**src/rtl/tlc_pkg.sv**
```systemverilog
// Shared types and constants for the traffic phase sequencer: state encoding,
// one-hot lamp codes {red,yellow,green} and the default phase durations.
package tlc_pkg;

  typedef enum logic [2:0] {
    NS_GREEN  = 3'd0,
    NS_YELLOW = 3'd1,
    ALLRED_A  = 3'd2,
    EW_GREEN  = 3'd3,
    EW_YELLOW = 3'd4,
    ALLRED_B  = 3'd5,
    WALK      = 3'd6
  } state_t;

  localparam logic [2:0] LAMP_RED = 3'b100;
  localparam logic [2:0] LAMP_YEL = 3'b010;
  localparam logic [2:0] LAMP_GRN = 3'b001;

  localparam int DEF_GREEN_TIME  = 10;
  localparam int DEF_YELLOW_TIME = 3;
  localparam int DEF_ALLRED_TIME = 1;
  localparam int DEF_WALK_TIME   = 5;
  localparam int DEF_SHORT_GREEN = 3;
  localparam int DEF_CNT_W       = 6;

  // Direction whose green follows the next all-red / walk phase.
  localparam logic DIR_NS = 1'b0;
  localparam logic DIR_EW = 1'b1;

  function automatic int phase_duration(input state_t s, input int green_time,
                                        input int yellow_time, input int allred_time,
                                        input int walk_time);
    case (s)
      NS_GREEN, EW_GREEN:   phase_duration = green_time;
      NS_YELLOW, EW_YELLOW: phase_duration = yellow_time;
      WALK:                 phase_duration = walk_time;
      default:              phase_duration = allred_time;
    endcase
  endfunction

endpackage

```
**src/rtl/phase_timer.sv**
```systemverilog
// Phase down-counter: loads a value, decrements on each enable tick while
// non-zero, and flags zero so the sequencer knows the phase is on its last tick.
module phase_timer #(
  parameter int              CNT_W      = 6,
  parameter logic [CNT_W-1:0] INIT_VALUE = '0
) (
  input  logic             clock,
  input  logic             reset_n,
  input  logic             enable,
  input  logic             load,
  input  logic [CNT_W-1:0] load_value,
  output logic [CNT_W-1:0] count,
  output logic             zero
);

  logic [CNT_W-1:0] count_reg;

  // A load always wins over a decrement on the same edge.
  always_ff @(posedge clock or negedge reset_n) begin
    if (!reset_n) begin
      count_reg <= INIT_VALUE;
    end else if (load) begin
      count_reg <= load_value;
    end else if (enable && (count_reg != '0)) begin
      count_reg <= count_reg - 1'b1;
    end
  end

  assign count = count_reg;
  assign zero  = (count_reg == '0);

endmodule

```
**src/rtl/traffic_phase_fsm.sv**
```systemverilog
// Traffic-light phase sequencer driven by the 1 Hz Divider tick, with latched
// pedestrian requests. Define TLC_PED_SHORTEN_EN to cut a green short on request.
module traffic_phase_fsm
  import tlc_pkg::*;
#(
  parameter int GREEN_TIME  = DEF_GREEN_TIME,
  parameter int YELLOW_TIME = DEF_YELLOW_TIME,
  parameter int ALLRED_TIME = DEF_ALLRED_TIME,
  parameter int WALK_TIME   = DEF_WALK_TIME,
  parameter int SHORT_GREEN = DEF_SHORT_GREEN,
  parameter int CNT_W       = DEF_CNT_W
) (
  input  logic             clock,
  input  logic             reset_n,
  input  logic             enable,
  input  logic             ped_request,
  output logic [2:0]       ns_light,
  output logic [2:0]       ew_light,
  output logic             walk,
  output logic             ped_pending,
  output logic [CNT_W-1:0] seconds_left,
  output logic             timer_reset
);

  if (GREEN_TIME < 1 || YELLOW_TIME < 1 || ALLRED_TIME < 1 || WALK_TIME < 1 ||
      GREEN_TIME > 2**CNT_W || YELLOW_TIME > 2**CNT_W ||
      ALLRED_TIME > 2**CNT_W || WALK_TIME > 2**CNT_W) begin : g_bad_duration
    $error("traffic_phase_fsm: phase durations must be >=1 and fit in CNT_W bits");
  end
  if (SHORT_GREEN < 1 || SHORT_GREEN > GREEN_TIME) begin : g_bad_short_green
    $error("traffic_phase_fsm: SHORT_GREEN must lie in 1..GREEN_TIME");
  end

  state_t           state_reg, state_next;
  logic             next_dir_reg, next_dir_next;
  logic             ped_pending_reg, ped_pending_next;
  logic             timer_reset_reg;
  logic             phase_done;
  logic             timer_load;
  logic [CNT_W-1:0] timer_load_value;
  logic [CNT_W-1:0] cnt;
  logic             cnt_zero;

  phase_timer #(
    .CNT_W      (CNT_W),
    .INIT_VALUE (CNT_W'(ALLRED_TIME - 1))
  ) u_phase_timer (
    .clock      (clock),
    .reset_n    (reset_n),
    .enable     (enable),
    .load       (timer_load),
    .load_value (timer_load_value),
    .count      (cnt),
    .zero       (cnt_zero)
  );

  assign phase_done = enable && cnt_zero;

  always_comb begin
    state_next    = state_reg;
    next_dir_next = next_dir_reg;
    if (phase_done) begin
      case (state_reg)
        NS_GREEN:  state_next = NS_YELLOW;
        NS_YELLOW: state_next = ALLRED_A;
        ALLRED_A: begin
          next_dir_next = DIR_EW;
          state_next    = ped_pending_reg ? WALK : EW_GREEN;
        end
        EW_GREEN:  state_next = EW_YELLOW;
        EW_YELLOW: state_next = ALLRED_B;
        ALLRED_B: begin
          next_dir_next = DIR_NS;
          state_next    = ped_pending_reg ? WALK : NS_GREEN;
        end
        WALK:      state_next = (next_dir_reg == DIR_EW) ? EW_GREEN : NS_GREEN;
        default:   state_next = ALLRED_B;
      endcase
    end
  end

  always_comb begin
    timer_load       = phase_done;
    timer_load_value = CNT_W'(phase_duration(state_next, GREEN_TIME, YELLOW_TIME,
                                             ALLRED_TIME, WALK_TIME) - 1);
`ifdef TLC_PED_SHORTEN_EN
    // Silent reload: the Divider is not realigned, so no timer_reset here.
    if (!phase_done && ped_pending_reg && (state_reg == NS_GREEN || state_reg == EW_GREEN) &&
        (cnt > CNT_W'(SHORT_GREEN - 1))) begin
      timer_load       = 1'b1;
      timer_load_value = CNT_W'(SHORT_GREEN - 1);
    end
`endif
  end

  always_comb begin
    ped_pending_next = ped_pending_reg;
    if (phase_done && state_next == WALK) begin
      ped_pending_next = 1'b0;
    end else if (ped_request && state_reg != WALK) begin
      ped_pending_next = 1'b1;
    end
  end

  always_ff @(posedge clock or negedge reset_n) begin
    if (!reset_n) begin
      state_reg       <= ALLRED_B;
      next_dir_reg    <= DIR_NS;
      ped_pending_reg <= 1'b0;
      timer_reset_reg <= 1'b0;
    end else begin
      state_reg       <= state_next;
      next_dir_reg    <= next_dir_next;
      ped_pending_reg <= ped_pending_next;
      timer_reset_reg <= phase_done;
    end
  end

  always_comb begin
    ns_light = LAMP_RED;
    ew_light = LAMP_RED;
    walk     = 1'b0;
    case (state_reg)
      NS_GREEN:  ns_light = LAMP_GRN;
      NS_YELLOW: ns_light = LAMP_YEL;
      EW_GREEN:  ew_light = LAMP_GRN;
      EW_YELLOW: ew_light = LAMP_YEL;
      WALK:      walk     = 1'b1;
      default:   ;
    endcase
  end

  assign ped_pending  = ped_pending_reg;
  assign seconds_left = cnt;
  assign timer_reset  = timer_reset_reg;

endmodule
```
**config.mk**
```make
export PLATFORM = sky130hd
export DESIGN_NAME = traffic_phase_fsm
export DESIGN_NICKNAME = d
export VERILOG_FILES = /design/src/rtl/tlc_pkg.sv /design/src/rtl/phase_timer.sv /design/src/rtl/traffic_phase_fsm.sv
export SDC_FILE = /design/constraint.sdc
export NUM_CORES = 1
export LEC_CHECK = 0
export CAP_MARGIN = 20
export CORE_MARGIN = 2
export CORE_UTILIZATION = 50
export CTS_BUF_LIST = sky130_fd_sc_hd__clkbuf_4 sky130_fd_sc_hd__clkbuf_8 sky130_fd_sc_hd__clkbuf_16
export CTS_CLUSTER_SIZE = 12
export DETAILED_ROUTE_END_ITERATION = 10
export HOLD_SLACK_MARGIN = 0.06
export PLACE_DENSITY = 0.77
export RECOVER_POWER = 100
export SLEW_MARGIN = 20
export SYNTH_ARGS = -nofsm -noshare
export SYNTH_HDL_FRONTEND = slang
export SYNTH_HIERARCHICAL = 1
export SYNTH_SLANG_ARGS = --single-unit
```
**constraint.sdc**
```tcl
create_clock -name clock -period 2.8 [get_ports clock]
set_input_delay 0.42 -clock clock [delete_from_list [all_inputs] [get_ports clock]]
set_output_delay 0.42 -clock clock [all_outputs]
set_load 0.01 [all_outputs]
```
==> parameters.txt <==
Parameter                              Value

Placed design
  Hpwl dp ... between 1500 and 2000 microns
  Total cell area at the placement stage ... 1130 sq um
  Port bufs ... 18
  Placer congestion estimate ... 0.821

Critical path
  Source of the worst register-to-register timing path ... u_phase_timer/count[0]$_DFFE_PN0P_
  Critical-path top delay cell ... dfstp_1
  Worst Path Class, Setup ... reg2out
  Critical-path maximum fanout ... 18
  Nature of the critical path endpoint ... primary output
  Crit path launch ... state_reg[0]$_DFF_PN1_
  Sort of element at the start of the critical path ... register
  List of cells traversed by the critical path ... inv_1 -> nor3_1 -> nor2_1 -> dlygate4sd3_1
  Arrival time of the worst setup path ... 2.24 ns
  Worst EP required ... 2.38 ns
  Crit-path max cell delay ... between 0.8 and 0.9 ns

Yosys
  Mux contribution to synthesized area ... 1.07%
  Main combinational cell family by area after synthesis ... compound AO/OA/AOI/OAI gates
  Post-synthesis xor/xnor area fraction ... 0.932%
  Complex-gate fraction of the synthesized area ... 27.2%
  Post-synthesis cell type count ... 45
  Post-synth design cell area ... between 900 and 1000 sq um
  Number of nets in the synthesized netlist ... 120
  Proportion of netlist area held by the largest area contributor ... around a quarter
  Post-synthesis area per instance ... 8.32 sq um
  Basic-gate share of the synthesized area counting and, or, nand and nor cells ... approximately 25%
  Mapped Cells ... 113
  Post-synthesis adder-cell area fraction ... between 3 and 4%
  Largest cells by area after synthesis ... dfrtp_1 27%, dfstp_2 5.6%, a21oi_1 5.3%, ha_1 4.0%, inv_1 3.2%
  Register bit total from synthesis ... 12
  Sequential share of the synthesized area ... 32.2%
  Number of warnings printed during yosys synthesis ... 6
  Most area-hungry cell type in the Yosys netlist ... dfrtp_1

Finish
  Largest register FFs ... 6
  Post-layout nets ... 140
  Syn-to-layout area delta ... 24.4%
  Fraction of layout cells with a size suffix above 1 ... around a tenth
  Final Instance Area ... around 1200 sq um
  Diodes inserted ... 0
  Filler Cells Inserted ... 165

CTS
  CTS tree ... done
  Maximum clock path buffer count ... 2
  Count of H-tree levels built during CTS ... 1
  CTS hold repair buffers ... 0
  Post-CTS setup-driven buffer insertion count ... 0
  Clock-pin slew of the registers on the worst-case setup and hold paths ... around 0.080 ns
  Sinks on the clock net ... 12
  Total clock buffers created by CTS ... 3
  Clock Latency Late Sink ... ~0.28 ns
  CTS Root Buffer Type ... clkbuf_4

Global route
  Overall fraction of global-route tracks in use ... between 20% and 30%
  Vias in the first global route ... between 700 and 800
  Pin count of the biggest net entering global routing ... 19
  Overflow left after global routing ... 0
  First-pass GRT wire length ... about 3400 microns
  Initial antenna violation count ... 0

Die
  Effective utilization at floorplan ... 53.8%
  Core region area ... ~1700 sq um
  Horizontal die dimension ... roughly 47 microns
  Number of placement rows ... 15
  Die ar. ... between 2000 and 2500 sq um
  Number of placed I/O pins ... 19
  Vertical die dimension ... approximately 47 microns

Power and ir drop
  Total internal power ... roughly 670 uW
  VDD IR-drop max ... between 0.5 and 0.6 mV
  Lkg Pwr ... 0.474 nW
  Portion of total power attributed to sequential cells ... a little under a third
  Switching part of the total ... a little under half
  Total power consumption of the routed design ... between 1 and 1.5 mW
  Power share of the clock group ... a little under an eighth
  Switching power total ... roughly 560 uW
  Logic gate share of total power ... between 50% and 60%
  Total power divided by cell area ... 1050 nW/um^2

Routing
  Routed wire length ... roughly 2100 microns
  Vias per cell ... 5.80
  First-pass detailed-route iteration total ... 4
  DRC ... 0
  Count of vias placed by the detailed router ... about 910
  DR iter-0 viols ... 13
  Routed length per instance ... approximately 14 microns
  Antenna-violating nets left ... 0

STA
  Count of pins over their slew limit ... 0
  Maximum clock skew at final layout ... 0.00397 ns
  Unrepaired setup endpoints after global routing ... false
  Ratio of final minimum period to clock period ... a little over nine tenths
  Final Hold Viols ... 0
  Worst-margin pin slew ... 0.562 ns
  Accumulated negative setup slack ... 0 ns
  Fmax ... 376 MHz
  Worst slew margin relative to its limit ... slightly above 60%
  Setup Viol. Count Final ... 0
  Time the worst path needs with I/O delays and setup ... about 2.7 ns

Outcome
  Run status ... finished clean

Min path
  Class of the worst hold path ... reg2reg
  Start point of the worst hold path ... next_dir_reg$_DFFE_PN0P_

Flow run
  Maximum Capacitance Violations ... 0
[area by class of cell]
type                    count  area (sq um)  share of cell area, %
clock buffers               4          36.3                   3.10
inverters                  11          42.5                   3.64
multi-input cells          84           553                   47.3
flip-flops and latches     12           303                   25.9
well taps                  25          31.3                   2.68
repair buffers             21           203                   17.3
[worst max-delay path: cells and delay by family, from the launching register on]
kind	cells	cell delay, ns
flip-flops	1	0.87
buffers and inverters	2	0.75
AND/OR/NAND/NOR	2	0.34
[worst paths after layout]
| kind | cells after the start | slack (ns) | to |
|---|---|---|---|
| hold reg to reg | 2 | 0.54 | next_dir_reg$_DFFE_PN0P_ |
| max in group asynchronous | 1 | 1.86 | state_reg[0]$_DFF_PN1_ |
| hold / removal | 2 | 0.54 | next_dir_reg$_DFFE_PN0P_ |
| setup reg to reg | 12 | 0.24 | u_phase_timer/count[4]$_DFFE_PN0P_ |
| setup / recovery | 4 | 0.14 | ew_light[2] |
| min in group asynchronous | 1 | 0.57 | u_phase_timer/count[3]$_DFFE_PN0P_ |
[routing by layer]
| metal | global-route usage (%) | up-vias | wire, microns |
|---|---|---|---|
| li1 | - | 457 | - |
| met1 | 32.9 | 423 | 1040 |
| met2 | 31.4 | 31 | 985 |
| met3 | 5.77 | 0 | 113 |
| met4 | 5.00 | 0 | 0 |
| met5 | 0 | - | 0 |
[kinds of logic (layout without fill, tap and decap cells)]
kind of cell,Yosys count,count (layout)
mux,1,1
fa+ha+maj,3,3
xor+xnor,1,1
other cells,1,1
flops,12,12
simple gates,40,40
buf+inv,17,36
compound gates,38,38
[power by group through the flow]
| stage | Clock, mW | Sequential (mW) | Combinational (mW) |
|---|---|---|---|
| floorplan | 0 | 0.337 | 0.513 |
| global placement | 0 | 0.390 | 0.718 |
| detailed placement | 0 | 0.392 | 0.722 |
| CTS | 0.149 | 0.388 | 0.729 |
| global route | 0.154 | 0.399 | 0.785 |
| finish | 0.144 | 0.380 | 0.707 |
[what timing repair did]
action                                  4_1_cts  5_1_grt
endpoints found under the setup margin        0        1
resized for setup                             0        2
endpoints found under the hold margin         0        0
[cells in the final DEF (no fill, tap or decap), types with 2 or more instances in the layout]
| master | Yosys | routed |
|---|---|---|
| clkbuf_4 | 0 | 3 |
| nand2b_1 | 4 | 4 |
| ha_1 | 3 | 3 |
| dlygate4sd3_1 | 0 | 12 |
| a21oi_1 | 10 | 10 |
| inv_1 | 8 | 9 |
| nand2_1 | 4 | 5 |
| nand3_1 | 4 | 4 |
| nor2_1 | 8 | 7 |
| o21ai_0 | 5 | 5 |
| o21ai_1 | 2 | 2 |
| o2111ai_1 | 2 | 2 |
| dfstp_1 | 0 | 2 |
| o32ai_1 | 2 | 2 |
| or4_1 | 3 | 3 |
| a31oi_1 | 4 | 4 |
| o211ai_1 | 4 | 4 |
| o31ai_1 | 3 | 3 |
| nand4_1 | 3 | 3 |
| dfrtp_1 | 10 | 10 |
| or3b_1 | 2 | 2 |
| nor3_1 | 1 | 2 |
| buf_4 | 0 | 3 |
| clkdlybuf4s50_1 | 0 | 6 |
[per-stage QoR]
stage	util [%]	cells	hold slack, ns	setup WS [ns]
after floorplan	-	113	0.124	0.345
after global placement	64.9	153	0.550	0.370
after detailed placement	64.9	153	0.524	0.181
after CTS	67.0	157	0.519	0.169
after global routing	67.0	157	0.585	0.0245
final	67.0	157	0.536	0.144
[synthesized netlist by cell type (all sizes together)]
| master | count |
|---|---|
| and2 | 1 |
| a211o | 1 |
| o211a | 1 |
| o32ai | 2 |
| or3 | 1 |
| conb | 1 |
| a221oi | 1 |
| or2b | 1 |
| a2bb2oi | 1 |
| dfstp | 2 |
| buf | 6 |
| nor3b | 1 |
| mux2i | 1 |
| dfrtp | 10 |
| or4 | 3 |
| inv | 10 |
| and3b | 1 |
| nand3 | 4 |
| nor3 | 2 |
| a21oi | 10 |
| a31oi | 4 |
| nand4 | 3 |
| nor2b | 1 |
| o22ai | 1 |
| o31ai | 3 |
| nand2b | 4 |
| or3b | 3 |
| or2 | 1 |
| clkinv | 1 |
| a311oi | 1 |
| o211ai | 4 |
| ha | 3 |
| xor2 | 1 |
| o21ai | 7 |
| nand2 | 5 |
| and2b | 1 |
| nor2 | 8 |
| o2111ai | 2 |
Note: power is estimated with default switching activity, not from simulation.
==> variant, RTL diff (config.mk and constraints unchanged) <==
Put a register stage on the output `ns_light`. The value now appears one clock later. The other outputs are not delayed to match.
--- a/src/rtl/traffic_phase_fsm.sv
+++ b/src/rtl/traffic_phase_fsm.sv
@@ -21,6 +21,8 @@
   output logic [CNT_W-1:0] seconds_left,
   output logic             timer_reset
 );
+
+  logic [2:0] ns_light_d;
 
   if (GREEN_TIME < 1 || YELLOW_TIME < 1 || ALLRED_TIME < 1 || WALK_TIME < 1 ||
       GREEN_TIME > 2**CNT_W || YELLOW_TIME > 2**CNT_W ||
@@ -117,12 +119,12 @@
   end
 
   always_comb begin
-    ns_light = LAMP_RED;
+    ns_light_d = LAMP_RED;
     ew_light = LAMP_RED;
     walk     = 1'b0;
     case (state_reg)
-      NS_GREEN:  ns_light = LAMP_GRN;
-      NS_YELLOW: ns_light = LAMP_YEL;
+      NS_GREEN:  ns_light_d = LAMP_GRN;
+      NS_YELLOW: ns_light_d = LAMP_YEL;
       EW_GREEN:  ew_light = LAMP_GRN;
       EW_YELLOW: ew_light = LAMP_YEL;
       WALK:      walk     = 1'b1;
@@ -134,4 +136,8 @@
   assign seconds_left = cnt;
   assign timer_reset  = timer_reset_reg;
 
+  always_ff @(posedge clock) begin
+    ns_light <= ns_light_d;
+  end
+
 endmodule
Behaviour: not the same (Yosys sat finds a counterexample within 4 cycles, from zero or initial values and one cycle with reset_n low).
==> variant against the original RTL <==
Sequential cell count increased by 3. Cell area increased by 5.1%. Global-route usage decreased by 1.4 points. Total power decreased by 12%. Count of clock-buffer cells in the layout decreased by 1. Via count increased by 1.4%. Routed wire length increased by 0.84%. Register-to-register slack improved by 0.08 ns. Synthesized area increased by 6.4%. Worst setup slack improved by 0.094 ns. Synthesized cell count unchanged. Critical path type unchanged. Largest power group unchanged. Highest routed layer is now met4.
==> variant: results (changes against the original RTL) <==
[yosys]
ys_seq_area_share_pct = 36.30  ; was 32.22%
syn_nets = 120  ; unchanged
ys_top_cells_by_count = 10 x dfrtp_1, 9 x nor2_1, 7 x inv_1, 6 x nand2_1  ; was 10 x a21oi_1, 10 x dfrtp_1, 8 x inv_1, 8 x nor2_1, 5 x o21ai_0
synth.distinct_cells = 49  ; was 45
synth.area.top_cells = dfrtp_1 25%, dfxtp_1 6.0%, dfstp_2 5.3%  ; was dfrtp_1 27%, dfstp_2 5.6%, a21oi_1 5.3%
avgSynthCellArea_um2 = 8.847  ; was 8.315 um^2
async_flop_share_pct = 80.00  ; was 100.0%
synth-warning-count = 6  ; unchanged

[power]
p_leak_nw = 0.5351  ; was 0.4737 nW
peakVddDrop_mv = 0.6123  ; was 0.5661 mV

[placement]
dpl.cell_count = 156  ; was 153
dp_hpwl_um = 1632  ; was 1559 um
io_buffers = 18  ; unchanged
pre_cts_slack_ns = 0.3555  ; was 0.1805 ns
gp_congestion = 0.8696  ; was 0.8211

[route]
wl_um = 2159  ; was 2141 um
vias_per_cell = 5.775  ; was 5.803
dr.first_iter.drc_count = 32  ; was 13
drtPass1Iterations = 4  ; unchanged
num_vias = 924  ; was 911

[worst_setup_path]
ff2ff_setup_slack_ns = 0.32  ; was 0.24 ns
reg2reg_from = u_phase_timer/count[0]  ; unchanged
reg2reg_depth = 12  ; unchanged
arrival_ns = 2.14  ; was 2.24 ns
cp_max_fo = 20  ; was 18
reg2reg_to = u_phase_timer/count[4]  ; unchanged

[timing]
worst_pin_slew_ns = 0.5827  ; was 0.5623 ns
clock_skew_ns = 0.004297  ; was 0.003966 ns

[global_routing]
grt_use_total_pct = 20.60  ; was 21.97%
grt_max_degree = 21  ; was 19
grt_pass1_vias = 875  ; was 746
met3_usage_pct = 5.864  ; was 5.769%
met1_usage_pct = 26.08  ; was 32.87%
grt_first_pass_wirelength_um = 3829  ; was 3429 um
met2_usage_pct = 34.47  ; was 31.35%
antenna_found_initial = 0  ; unchanged

[hold_path]
hold_path_class = in2async  ; was reg2reg

[layout]
largest_reg_flops = 6  ; unchanged
antenna_cells = 0  ; unchanged
drive_above_1_share_pct = 9.774  ; was 10.61%
nets = 141  ; was 140
fillCellCount = 163  ; was 165

[clocking]
numCtsBuffers = 3  ; unchanged
htreeDepth = 1  ; unchanged
clk_latency_ns = 0.28  ; about the same
clk_path_buf_depth = 2  ; unchanged
clk_pin_slew_ns = 0.09
post_cts_resized = 0  ; unchanged
clockRootBuffer = clkbuf_4  ; unchanged
postCtsSetupBuffers = 0  ; unchanged

[outcome]
outcome = complete, no violations  ; unchanged

variant: changes by cell type after synthesis, moves of 3 or more:
| cell | before | now |
|---|---|---|
| nand4_1 | 3 | 0 |
| dfxtp_1 | 0 | 3 |
| o21ai_0 | 5 | 1 |
| o22ai_1 | 1 | 4 |
| a21oi_1 | 10 | 5 |
variant: cell families after synthesis:
logic type      after synthesis  synth area share (%)
simple gates                 44                 26.91
flops                        15                 36.30
other cells                   1                0.3751
fa+ha+maj                     3                 3.755
compound gates               35                 25.41
buf+inv                      15                 7.259
variant: report_power, final:
group	switching, mW	leakage (nW)	internal [mW]	total [mW]
combinational	0.265	0.355	0.279	0.544
sequential	0.113	0.162	0.301	0.414
clock	0.0695	0.0177	0.0530	0.123
variant: how the worst max path moves through the flow:
| stage | cells past startpoint | to | start | slack [ns] |
|---|---|---|---|---|
| after floorplan | 11 | u_phase_timer/count[4] | u_phase_timer/count[2] | 0.37 |
| after global placement | 5 | u_phase_timer/count[3] | enable | 0.47 |
| after detailed placement | 12 | u_phase_timer/count[4] | u_phase_timer/count[0] | 0.36 |
| after CTS | 13 | u_phase_timer/count[4] | u_phase_timer/count[0] | 0.31 |
| after global routing | 12 | u_phase_timer/count[4] | u_phase_timer/count[0] | 0.04 |
| final | 3 | ew_light[2] | state_reg[2] | 0.24 |
variant: per-layer routing:
layer  wire [um]  vias to the layer above
met4          13                        0
li1            -                      462
met3         106                        2
met5           0                        -
met1         973                      434
met2        1065                       26
variant: metrics by stage:
stage	hold slack, ns	area, um^2
after floorplan	0.1244	999.7
after global placement	0.5187	1209
after detailed placement	0.5330	1209
after CTS	0.4904	1236
after global routing	0.5936	1229
final	0.5507	1229
variant: critical path, cell delays in order, from the launching register on:
cell           delay [ns]
dfstp_1              0.89
nor3b_1              0.29
nor2_1               0.07
dlygate4sd3_1        0.60
variant: final cells by class:
class                           instances  area share (%)
Clock buffer                            3           1.833
Clock inverter                          1          0.4073
Inverter                                8           2.444
Multi-Input combinational cell         83           45.93
Sequential cell                        15           29.53
Tap cell                               27           2.749
Timing Repair Buffer                   23           17.11
